## src/rtl/tk1_spi_pkg.sv

```systemverilog
// Shared types and constants for the tk1 SPI flash reader.
// Define TK1_SPI_FAST_READ_EN to select the FAST READ header (0x0B plus one dummy byte).
package tk1_spi_pkg;

  typedef enum logic [3:0] {
    ST_IDLE      = 4'd0,
    ST_CS_ON     = 4'd1,
    ST_HDR_ISSUE = 4'd2,
    ST_HDR_WAIT  = 4'd3,
    ST_DAT_ISSUE = 4'd4,
    ST_DAT_WAIT  = 4'd5,
    ST_CS_OFF    = 4'd6,
    ST_CS_HOLD   = 4'd7
  } state_t;

  localparam logic [7:0] CMD_READ      = 8'h03;
  localparam logic [7:0] CMD_FAST_READ = 8'h0B;
  localparam logic [7:0] DUMMY_BYTE    = 8'h00;

  localparam logic [2:0] HDR_LAST_READ = 3'd3;
  localparam logic [2:0] HDR_LAST_FAST = 3'd4;

`ifdef TK1_SPI_FAST_READ_EN
  localparam logic [7:0] HDR_CMD  = CMD_FAST_READ;
  localparam logic [2:0] HDR_LAST = HDR_LAST_FAST;
`else
  localparam logic [7:0] HDR_CMD  = CMD_READ;
  localparam logic [2:0] HDR_LAST = HDR_LAST_READ;
`endif

  // Index 4 only exists in the fast-read header, where it is the dummy byte.
  function automatic logic [7:0] hdr_byte(input logic [2:0] idx, input logic [23:0] addr);
    case (idx)
      3'd0:    return HDR_CMD;
      3'd1:    return addr[23:16];
      3'd2:    return addr[15:8];
      3'd3:    return addr[7:0];
      default: return DUMMY_BYTE;
    endcase
  endfunction

endpackage

```

## src/rtl/tk1_spi_out_buf.sv

```systemverilog
// One-entry valid/ready output register for received flash bytes.
// can_load reports that a store this cycle will not overwrite an unconsumed byte.
module tk1_spi_out_buf (
  input  logic       clk,
  input  logic       reset_n,
  input  logic       load,
  input  logic [7:0] load_data,
  input  logic       dout_rdy,
  output logic [7:0] dout,
  output logic       dout_vld,
  output logic       can_load
);

  assign can_load = !dout_vld || dout_rdy;

  always_ff @(posedge clk) begin
    if (!reset_n) begin
      dout     <= 8'h00;
      dout_vld <= 1'b0;
    end else if (load) begin
      dout     <= load_data;
      dout_vld <= 1'b1;
    end else if (dout_vld && dout_rdy) begin
      dout_vld <= 1'b0;
    end
  end

endmodule

```

## src/rtl/tk1_spi_flash_reader.sv

```systemverilog
// Read-command sequencer driving the tk1 byte-level SPI master one byte at a time.
// Build option TK1_SPI_FAST_READ_EN switches to FAST READ with a 5-byte header.
module tk1_spi_flash_reader
  import tk1_spi_pkg::*;
#(
  parameter int LEN_W          = 16,
  parameter int CS_HIGH_CYCLES = 8
) (
  input  logic             clk,
  input  logic             reset_n,
  input  logic             req,
  input  logic [23:0]      req_addr,
  input  logic [LEN_W-1:0] req_len,
  input  logic             abort,
  output logic             busy,
  output logic             done,
  output logic [7:0]       dout,
  output logic             dout_vld,
  input  logic             dout_rdy,
  output logic             spi_enable,
  output logic             spi_enable_vld,
  output logic             spi_start,
  output logic [7:0]       spi_tx_data,
  output logic             spi_tx_data_vld,
  input  logic [7:0]       spi_rx_data,
  input  logic             spi_ready
);

  localparam logic [7:0] HOLD_LAST = 8'(CS_HIGH_CYCLES - 1);

  state_t           state;
  logic [23:0]      addr_q;
  logic [LEN_W-1:0] remaining;
  logic [2:0]       hdr_idx;
  logic [7:0]       hold_cnt;
  logic             aborted;
  logic             abort_hit;
  logic             buf_can_load;
  logic             store;

  // A live abort counts as well as the sticky one, so abort beats a same-cycle final byte.
  assign abort_hit = abort || aborted;
  assign store     = (state == ST_DAT_WAIT) && spi_ready && !abort_hit && buf_can_load;

  tk1_spi_out_buf u_out_buf (
    .clk       (clk),
    .reset_n   (reset_n),
    .load      (store),
    .load_data (spi_rx_data),
    .dout_rdy  (dout_rdy),
    .dout      (dout),
    .dout_vld  (dout_vld),
    .can_load  (buf_can_load)
  );

  // Issue strobes are raised on entry to an ISSUE state so they are visible during it.
  always_ff @(posedge clk) begin
    if (!reset_n) begin
      state           <= ST_IDLE;
      busy            <= 1'b0;
      done            <= 1'b0;
      spi_enable      <= 1'b0;
      spi_enable_vld  <= 1'b1;
      spi_start       <= 1'b0;
      spi_tx_data     <= 8'h00;
      spi_tx_data_vld <= 1'b0;
      addr_q          <= 24'h000000;
      remaining       <= '0;
      hdr_idx         <= 3'd0;
      hold_cnt        <= 8'h00;
      aborted         <= 1'b0;
    end else begin
      done            <= 1'b0;
      spi_start       <= 1'b0;
      spi_tx_data_vld <= 1'b0;
      spi_enable_vld  <= 1'b0;

      if (abort && (state inside {ST_CS_ON, ST_HDR_ISSUE, ST_HDR_WAIT, ST_DAT_ISSUE, ST_DAT_WAIT}))
        aborted <= 1'b1;

      case (state)
        ST_IDLE: begin
          if (req) begin
            if (req_len != '0) begin
              addr_q         <= req_addr;
              remaining      <= req_len;
              busy           <= 1'b1;
              aborted        <= 1'b0;
              spi_enable     <= 1'b1;
              spi_enable_vld <= 1'b1;
              state          <= ST_CS_ON;
            end else begin
              done <= 1'b1;
            end
          end
        end
        ST_CS_ON: begin
          if (spi_ready) begin
            hdr_idx         <= 3'd0;
            spi_tx_data     <= hdr_byte(3'd0, addr_q);
            spi_start       <= 1'b1;
            spi_tx_data_vld <= 1'b1;
            state           <= ST_HDR_ISSUE;
          end
        end
        ST_HDR_ISSUE: state <= ST_HDR_WAIT;
        ST_HDR_WAIT: begin
          if (spi_ready) begin
            if (abort_hit) begin
              spi_enable     <= 1'b0;
              spi_enable_vld <= 1'b1;
              state          <= ST_CS_OFF;
            end else if (hdr_idx == HDR_LAST) begin
              spi_tx_data     <= DUMMY_BYTE;
              spi_start       <= 1'b1;
              spi_tx_data_vld <= 1'b1;
              state           <= ST_DAT_ISSUE;
            end else begin
              hdr_idx         <= hdr_idx + 3'd1;
              spi_tx_data     <= hdr_byte(hdr_idx + 3'd1, addr_q);
              spi_start       <= 1'b1;
              spi_tx_data_vld <= 1'b1;
              state           <= ST_HDR_ISSUE;
            end
          end
        end
        ST_DAT_ISSUE: state <= ST_DAT_WAIT;
        ST_DAT_WAIT: begin
          if (spi_ready && abort_hit) begin
            spi_enable     <= 1'b0;
            spi_enable_vld <= 1'b1;
            state          <= ST_CS_OFF;
          end else if (store) begin
            remaining <= remaining - LEN_W'(1);
            if (remaining != LEN_W'(1)) begin
              spi_tx_data     <= DUMMY_BYTE;
              spi_start       <= 1'b1;
              spi_tx_data_vld <= 1'b1;
              state           <= ST_DAT_ISSUE;
            end else begin
              spi_enable     <= 1'b0;
              spi_enable_vld <= 1'b1;
              done           <= 1'b1;
              state          <= ST_CS_OFF;
            end
          end
        end
        ST_CS_OFF: begin
          hold_cnt <= 8'h00;
          state    <= ST_CS_HOLD;
        end
        ST_CS_HOLD: begin
          if (hold_cnt == HOLD_LAST) begin
            busy  <= 1'b0;
            state <= ST_IDLE;
          end else begin
            hold_cnt <= hold_cnt + 8'd1;
          end
        end
        default: state <= ST_IDLE;
      endcase
    end
  end

endmodule
```

## config.mk

```make
export PLATFORM = sky130hd
export DESIGN_NAME = tk1_spi_flash_reader
export DESIGN_NICKNAME = d
export VERILOG_FILES = /design/src/rtl/tk1_spi_pkg.sv /design/src/rtl/tk1_spi_out_buf.sv /design/src/rtl/tk1_spi_flash_reader.sv
export SDC_FILE = /design/constraint.sdc
export NUM_CORES = 1
export LEC_CHECK = 0
export BUFFER_PORTS_ARGS = -buffer_cell sky130_fd_sc_hd__buf_2
export CELL_PAD_IN_SITES_DETAIL_PLACEMENT = 0
export CELL_PAD_IN_SITES_GLOBAL_PLACEMENT = 2
export CORE_MARGIN = 3
export CORE_UTILIZATION = 28
export CTS_CLUSTER_SIZE = 24
export DETAILED_ROUTE_END_ITERATION = 16
export PLACE_DENSITY = 0.73
export SLEW_MARGIN = 10
export SYNTH_ARGS = -nofsm -noshare
export SYNTH_HDL_FRONTEND = slang
export SYNTH_SLANG_ARGS = --single-unit
```

## constraint.sdc

```tcl
create_clock -name clk -period 2.11 [get_ports clk]
set_clock_uncertainty 0.2 [all_clocks]
set_input_delay 0.3165 -clock clk [delete_from_list [all_inputs] [get_ports clk]]
set_output_delay 0.3165 -clock clk [all_outputs]
set_load 0.05 [all_outputs]
```

## After elaboration in Yosys (flattened, before gate mapping)

Index checks and enable logic that the tools add are counted.
W data, S select, Z words.

- Register bits after elaboration: 78
- Input port bits: 54
- Output and inout bits: 23
- Logic and storage cells: 140

- $add $sub $neg: 3
- Eq/ne operators: 27
- Mux-type cells: 67
- Reductions and logical operators: 29

Operators with widths:

| operator | number |
|---|---|
| $mux W16 | 4 |
| $mux W8 | 8 |
| $pmux W16 S2 | 1 |
| $pmux W4 S8 | 1 |
| $pmux W8 S4 | 1 |
| $mux W1 | 30 |
| $mux W4 | 7 |
| $pmux W8 S3 | 1 |
| $ne A2 B2 Y1 const B | 11 |
| $mux W3 | 6 |
| $eq A4 B3 Y1 const B | 4 |
| $ne A16 B1 Y1 const B | 1 |
| $pmux W8 S2 | 1 |
| $reduce_bool A16 Y1 | 1 |
| $sub A16 B1 Y16 const B | 1 |
| $reduce_and A7 Y1 | 2 |
| $reduce_and A5 Y1 | 2 |
| $reduce_bool A2 Y1 | 5 |
| $eq A3 B2 Y1 const B | 3 |
| $pmux W1 S3 | 3 |
| $add A8 B1 Y8 const B | 1 |
| $eq A4 B2 Y1 const B | 2 |
| $eq A8 B3 Y1 const B | 1 |
| $logic_and A1 B1 Y1 | 6 |
| other kinds (19) | 23 |

## Longest topological paths before layout

- Depth in word-level cells: 7
- Mapped depth: 9
- Mapped depth without buffers: 7

## Modules after synthesis

Synthesis repeated with hierarchy kept, for this count alone.

- Cell total of the unflattened synthesis: 467
- Area total of the unflattened synthesis: 3787.4 um^2

By module, submodules not included:

| module | times used | cells each | area an instance (um^2) | seq. area each (um^2) |
|---|---|---|---|---|
| tk1_spi_flash_reader | 1 | 438 | 3448.3 | 1361.3 |
| tk1_spi_out_buf | 1 | 29 | 339.1 | 180.2 |

## Least setup slack after synthesis

No wires, ideal clock.

- Path kind: reg2reg
- Start point: reg remaining[7]
- End point: reg spi_tx_data[0]
- Library setup time: 132 ps
- Data arrival time: 1714 ps
- Data required time: 1778 ps
- Slack: 65 ps
- Cell stages (with the launch flop): 7
- Path buffers: 1
- Period minus slack after synthesis: 2045 ps
- Cell sequence: dfxtp_1 -> nor4_4 -> nand3_2 -> or4_1 -> buf_2 -> a21oi_2 -> nor3_1

- Longest elaborated chain between the ends: 3

Ends and longest elaborated chain:

| item | RTL line | RTL |
|---|---|---|
| from (decl) | tk1_spi_flash_reader.sv:33 | `logic [LEN_W-1:0] remaining;` |
| from (signal assigned) | tk1_spi_flash_reader.sv:86 | `remaining <= req_len;` |
| from (signal assigned) | tk1_spi_flash_reader.sv:134 | `remaining <= remaining - LEN_W'(1);` |
| $ne A16 B1 Y1 | tk1_spi_flash_reader.sv:135 | `if (remaining != LEN_W'(1)) begin` |
| $ne A2 B1 Y1 (no line) | n/a |  |
| $reduce_and A7 Y1 (no line) | n/a |  |
| to (signal assigned) | tk1_spi_flash_reader.sv:100 | `spi_tx_data <= hdr_byte(3'd0, addr_q);` |
| to (signal assigned) | tk1_spi_flash_reader.sv:120 | `spi_tx_data <= hdr_byte(hdr_idx + 3'd1, addr_q);` |
| to (decl) | tk1_spi_flash_reader.sv:23 | `output logic [7:0] spi_tx_data,` |

Every way passes these cells.
A chain may end at the register's enable or synchronous reset.

## Worst setup path after layout

- Start point: reg hdr_idx[0]
- End point: reg spi_tx_data[2]

- Longest elaborated chain between the ends: 7
- Elaborated cells between the ends (all ways): 11
- Classes of those cells: add/sub: 1; eq/ne: 4; mux: 5; reduce/logical: 1

Ends and longest elaborated chain:

| item | RTL line | RTL |
|---|---|---|
| from (decl) | tk1_spi_flash_reader.sv:34 | `logic [2:0] hdr_idx;` |
| from (signal assigned) | tk1_spi_flash_reader.sv:119 | `hdr_idx <= hdr_idx + 3'd1;` |
| $add A3 B1 Y3 | tk1_spi_flash_reader.sv:120 |  |
| $eq A3 B2 Y1, or another cell as far along | tk1_spi_pkg.sv:33 | `case (idx)` |
| $pmux W8 S4 | tk1_spi_pkg.sv:33 |  |
| $mux W8 (*) | tk1_spi_flash_reader.sv:113 | `end else if (hdr_idx == HDR_LAST) begin` |
| $mux W8 (*) | tk1_spi_flash_reader.sv:109 | `if (abort_hit) begin` |
| $mux W8 (*) | tk1_spi_flash_reader.sv:108 | `if (spi_ready) begin` |
| $pmux W8 S3 (*) | tk1_spi_flash_reader.sv:81 | `case (state)` |

Mark *: on every way between the ends. The rest lies on a longest branch, timed or not. The select of a mux whose other input is x is not followed.

==> qor.txt <==
Static Leakage = 2.170 nW
IO buf count = 76
Net count of the finished layout = 664
Synth warn = 0
Class of the most critical setup path = reg -> reg
Bufs on Longest Clock Path = 2
Max cap viols = 0
Switching power total = 1.142 mW
Crit. End Element = flip-flop
Cell variety after synth = 58
Clk_lat worst skew = 0.34 ns
Die H = 123.4 um
Final TNS setup = 0 ns
First-pass GRT wire length = 18,910 um
CTS tree = built
Power share of the combinational group = 18.3%
Pwr Density = 779.3 mW/mm^2
Core box area = 0.01335 sq mm
Total grt overflow = 0
CP arrival = 2.09 ns
Worst vdd ir = 0.5148 mV
Asr flop ratio synth = 0%
Post-synthesis sequential area ratio = 39.97%
Switching part of the total = 28.02%
Clock Power Share = 42.4%
CTS clk-pin slew, worst paths = 0.06 ns
Post-Syn Area per Cell = 7.822 sq um
Area leader, netlist = dfxtp_1
Simple-gate area share of the yosys netlist = 25.63%
Initial core utilization = 28.89%
Slew @ Worst Pin = 0.4169 ns
Complex-gate fraction of the synthesized area = 22.16%
H-tree lvl count = 3
Headroom to the max-slew limit = 72.02%
Required @ worst endpoint = 2.18 ns
# clock sinks = 77
Fin cells = 782
Inst Count DP = 758
Vias per std cell = 4.941
Final hold viol count = 0
Cell area after layout = 0.005228 sq mm
Placed instance area = 0.004708 sq mm
Final setup fails = 0
Main area contributors after synthesis = dfxtp_1, nand2_1, a21oi_1
Max Fclk = 0.4950 GHz
Largest family of logic cells by synthesized area = simple AND/OR/NAND/NOR gates
Post-synth EDFFs = 0
Reg power frac = 39.3%
WL final = 11,550 um
Hold WC Path Type = in -> reg
Syn-to-layout area delta = 35.56%
Largest net degree at the start of global routing = 52
Crit path launch type = flip-flop
Root Buffer = clkbuf_16
Syn nets = 556
Num ports = 77
Max-slew violation count = 0
Post-Syn Area = 0.003856 sq mm
Initial DRC Count = 237
Run status = finished clean
Gpl congestion = 0.8195
Post-route clock period utilization = 95.74%
Global Route Usage Sum = 15.88%
Post-layout min period = 2.020 ns
Cell count after synthesis = 493
# DRC = 0
Xor/xnor cell area share of the yosys netlist = 1.363%
Die Footprint = 0.01522 sq mm
Rows = 42
ANT nets after route = 0
Number of global-route vias before repair = 3,856
Chip Width = 123.4 um
Mux cell area share after synthesis = 3.407%
Vias = 3,864
Post-Synth Adder-Cell Area = 2.920%
Top FF cell, synth = dfxtp_1
TritonRoute pass-1 iters = 4
Int Pwr = 2.932 mW
Share of layout cells above drive strength 1 = 29.37%
Post-DP HPWL = 8391 um
Post-synth top area share = 39.97%
Fillers = 1,436
Antenna violations before repair = 0
# diodes = 0
Drt wl/cell = 14.76 um
Worst-path maximum fanout = 8
Cts bufs inserted = 9
Yosys reg bits = 77
worst paths after layout:
check / start / to / slack [ns] / cells past startpoint
min reg2reg: addr_q[20]$_SDFFE_PN0P_ / addr_q[20]$_SDFFE_PN0P_ / 0.26 / 2
max reg2reg: hdr_idx[0]$_SDFFE_PN0P_ / spi_tx_data[2]$_SDFFE_PN0P_ / 0.09 / 6
max: hdr_idx[0]$_SDFFE_PN0P_ / spi_tx_data[2]$_SDFFE_PN0P_ / 0.09 / 6
min: spi_rx_data[7] / u_out_buf.dout[7]$_SDFFE_PN0N_ / 0.01 / 3
cells in the mapped netlist, drive strengths merged, types with 2 or more instances:
master	count
ha	9
buf	13
nand3	19
o31ai	5
xor2	6
o21ai	31
a31oi	5
a22o	2
and3	2
o32ai	3
clkbuf	21
a211oi	4
nor4	8
inv	9
nor3	15
nand4	6
nand3b	3
nor2	39
a21oi	65
or2	2
nand2	85
or3	5
o22ai	2
dfxtp	77
nand2b	2
nor2b	2
and2	6
o21a	2
a221oi	2
mux2i	12
or4	2
a21o	3
nor3b	2
a22oi	7
nor4b	2
power groups by stage:
stage               Clock, mW  Sequential (mW)  Combinational (mW)
finish                   1.73             1.60               0.745
global route             1.84             1.61               0.829
CTS                      1.78             1.60               0.717
detailed placement          0             1.63               0.703
global placement            0             1.63               0.700
floorplan                   0             1.65               0.390
critical path, cell delays in order (launching register included):
cell and delay [ns]:
dfxtp_4 0.36, ha_2 0.20, ha_4 0.26, or4b_4 0.54
a21oi_2 0.14, nand3_1 0.09, a21oi_1 0.16
cells by family after synthesis:
family                     after synthesis
and+or+nand+nor                        204
muxes                                   13
AOI/OAI and AO/OA                      141
DFF                                     77
xor gates and xnor gates                 6
buffers and inverters                   43
adders and majority gates                9
layout make-up:
class	instances	area, sq um	area share (%)
clock buffer	10	239.0	4.572
clock inverter	6	93.84	1.795
inverter	9	33.78	0.6462
multi-input combinational	373	2246	42.96
sequential	77	1546	29.58
tap	176	220.2	4.213
timing repair buffer	131	848.3	16.23
cell usage in the layout, fill, tap and decap left out, types with 5 or more instances in the layout:
master         count
nor2_1            38
a22oi_1            7
nand3_1           18
dlygate4sd3_1      7
xor2_1             6
inv_1              8
nor3_1            13
buf_2             76
nand4_1            6
or3_1              5
mux2i_1           12
ha_1               6
o21ai_0           27
a21oi_2           11
buf_4             45
a21oi_1           54
nand2_1           85
nor4_1             6
dfxtp_1           75
and2_1             6
o31ai_1            5
clkbuf_16          9
per-layer routing:
metal  up-vias  wire, um  GRT usage (%)
met1      1801      5367          20.29
li1       1970         -              -
met4         0       144          4.360
met3        12       522          4.483
met2        81      5512          26.23
met5         -         0              0
per-stage QoR:
step	util (%)	setup slack [ns]	hold slack (ns)	total power, mW
after floorplan	-	0.06467	0.2360	2.040
after global placement	35.27	0.01854	0.2483	2.331
after detailed placement	35.27	-0.04554	0.2489	2.336
after CTS	38.32	0.002735	0.0001492	4.093
after global routing	39.16	-0.004238	0.002849	4.280
final	39.16	0.08979	0.01162	4.074
registers in the layout (all words and copies together) (netlist names):
name,flops
state,3
done,1
spi_tx_data,8
u_out_buf.dout,8
spi_enable_vld,1
busy,1
spi_tx_data_vld,1
remaining,16
addr_q,24
u_out_buf.dout_vld,1
hold_cnt,8
spi_enable,1
hdr_idx,3
aborted,1
timing repair:
item | CTS | global route
endpoints found under the setup margin | 8 | 21
hold buffers | 7 | 0
resized for setup | 1 | 28
setup buffers | 0 | 1
pin swaps | 0 | 5
endpoints found under the hold margin | 7 | 0
No activity file was read; power rests on OpenSTA's default activity.
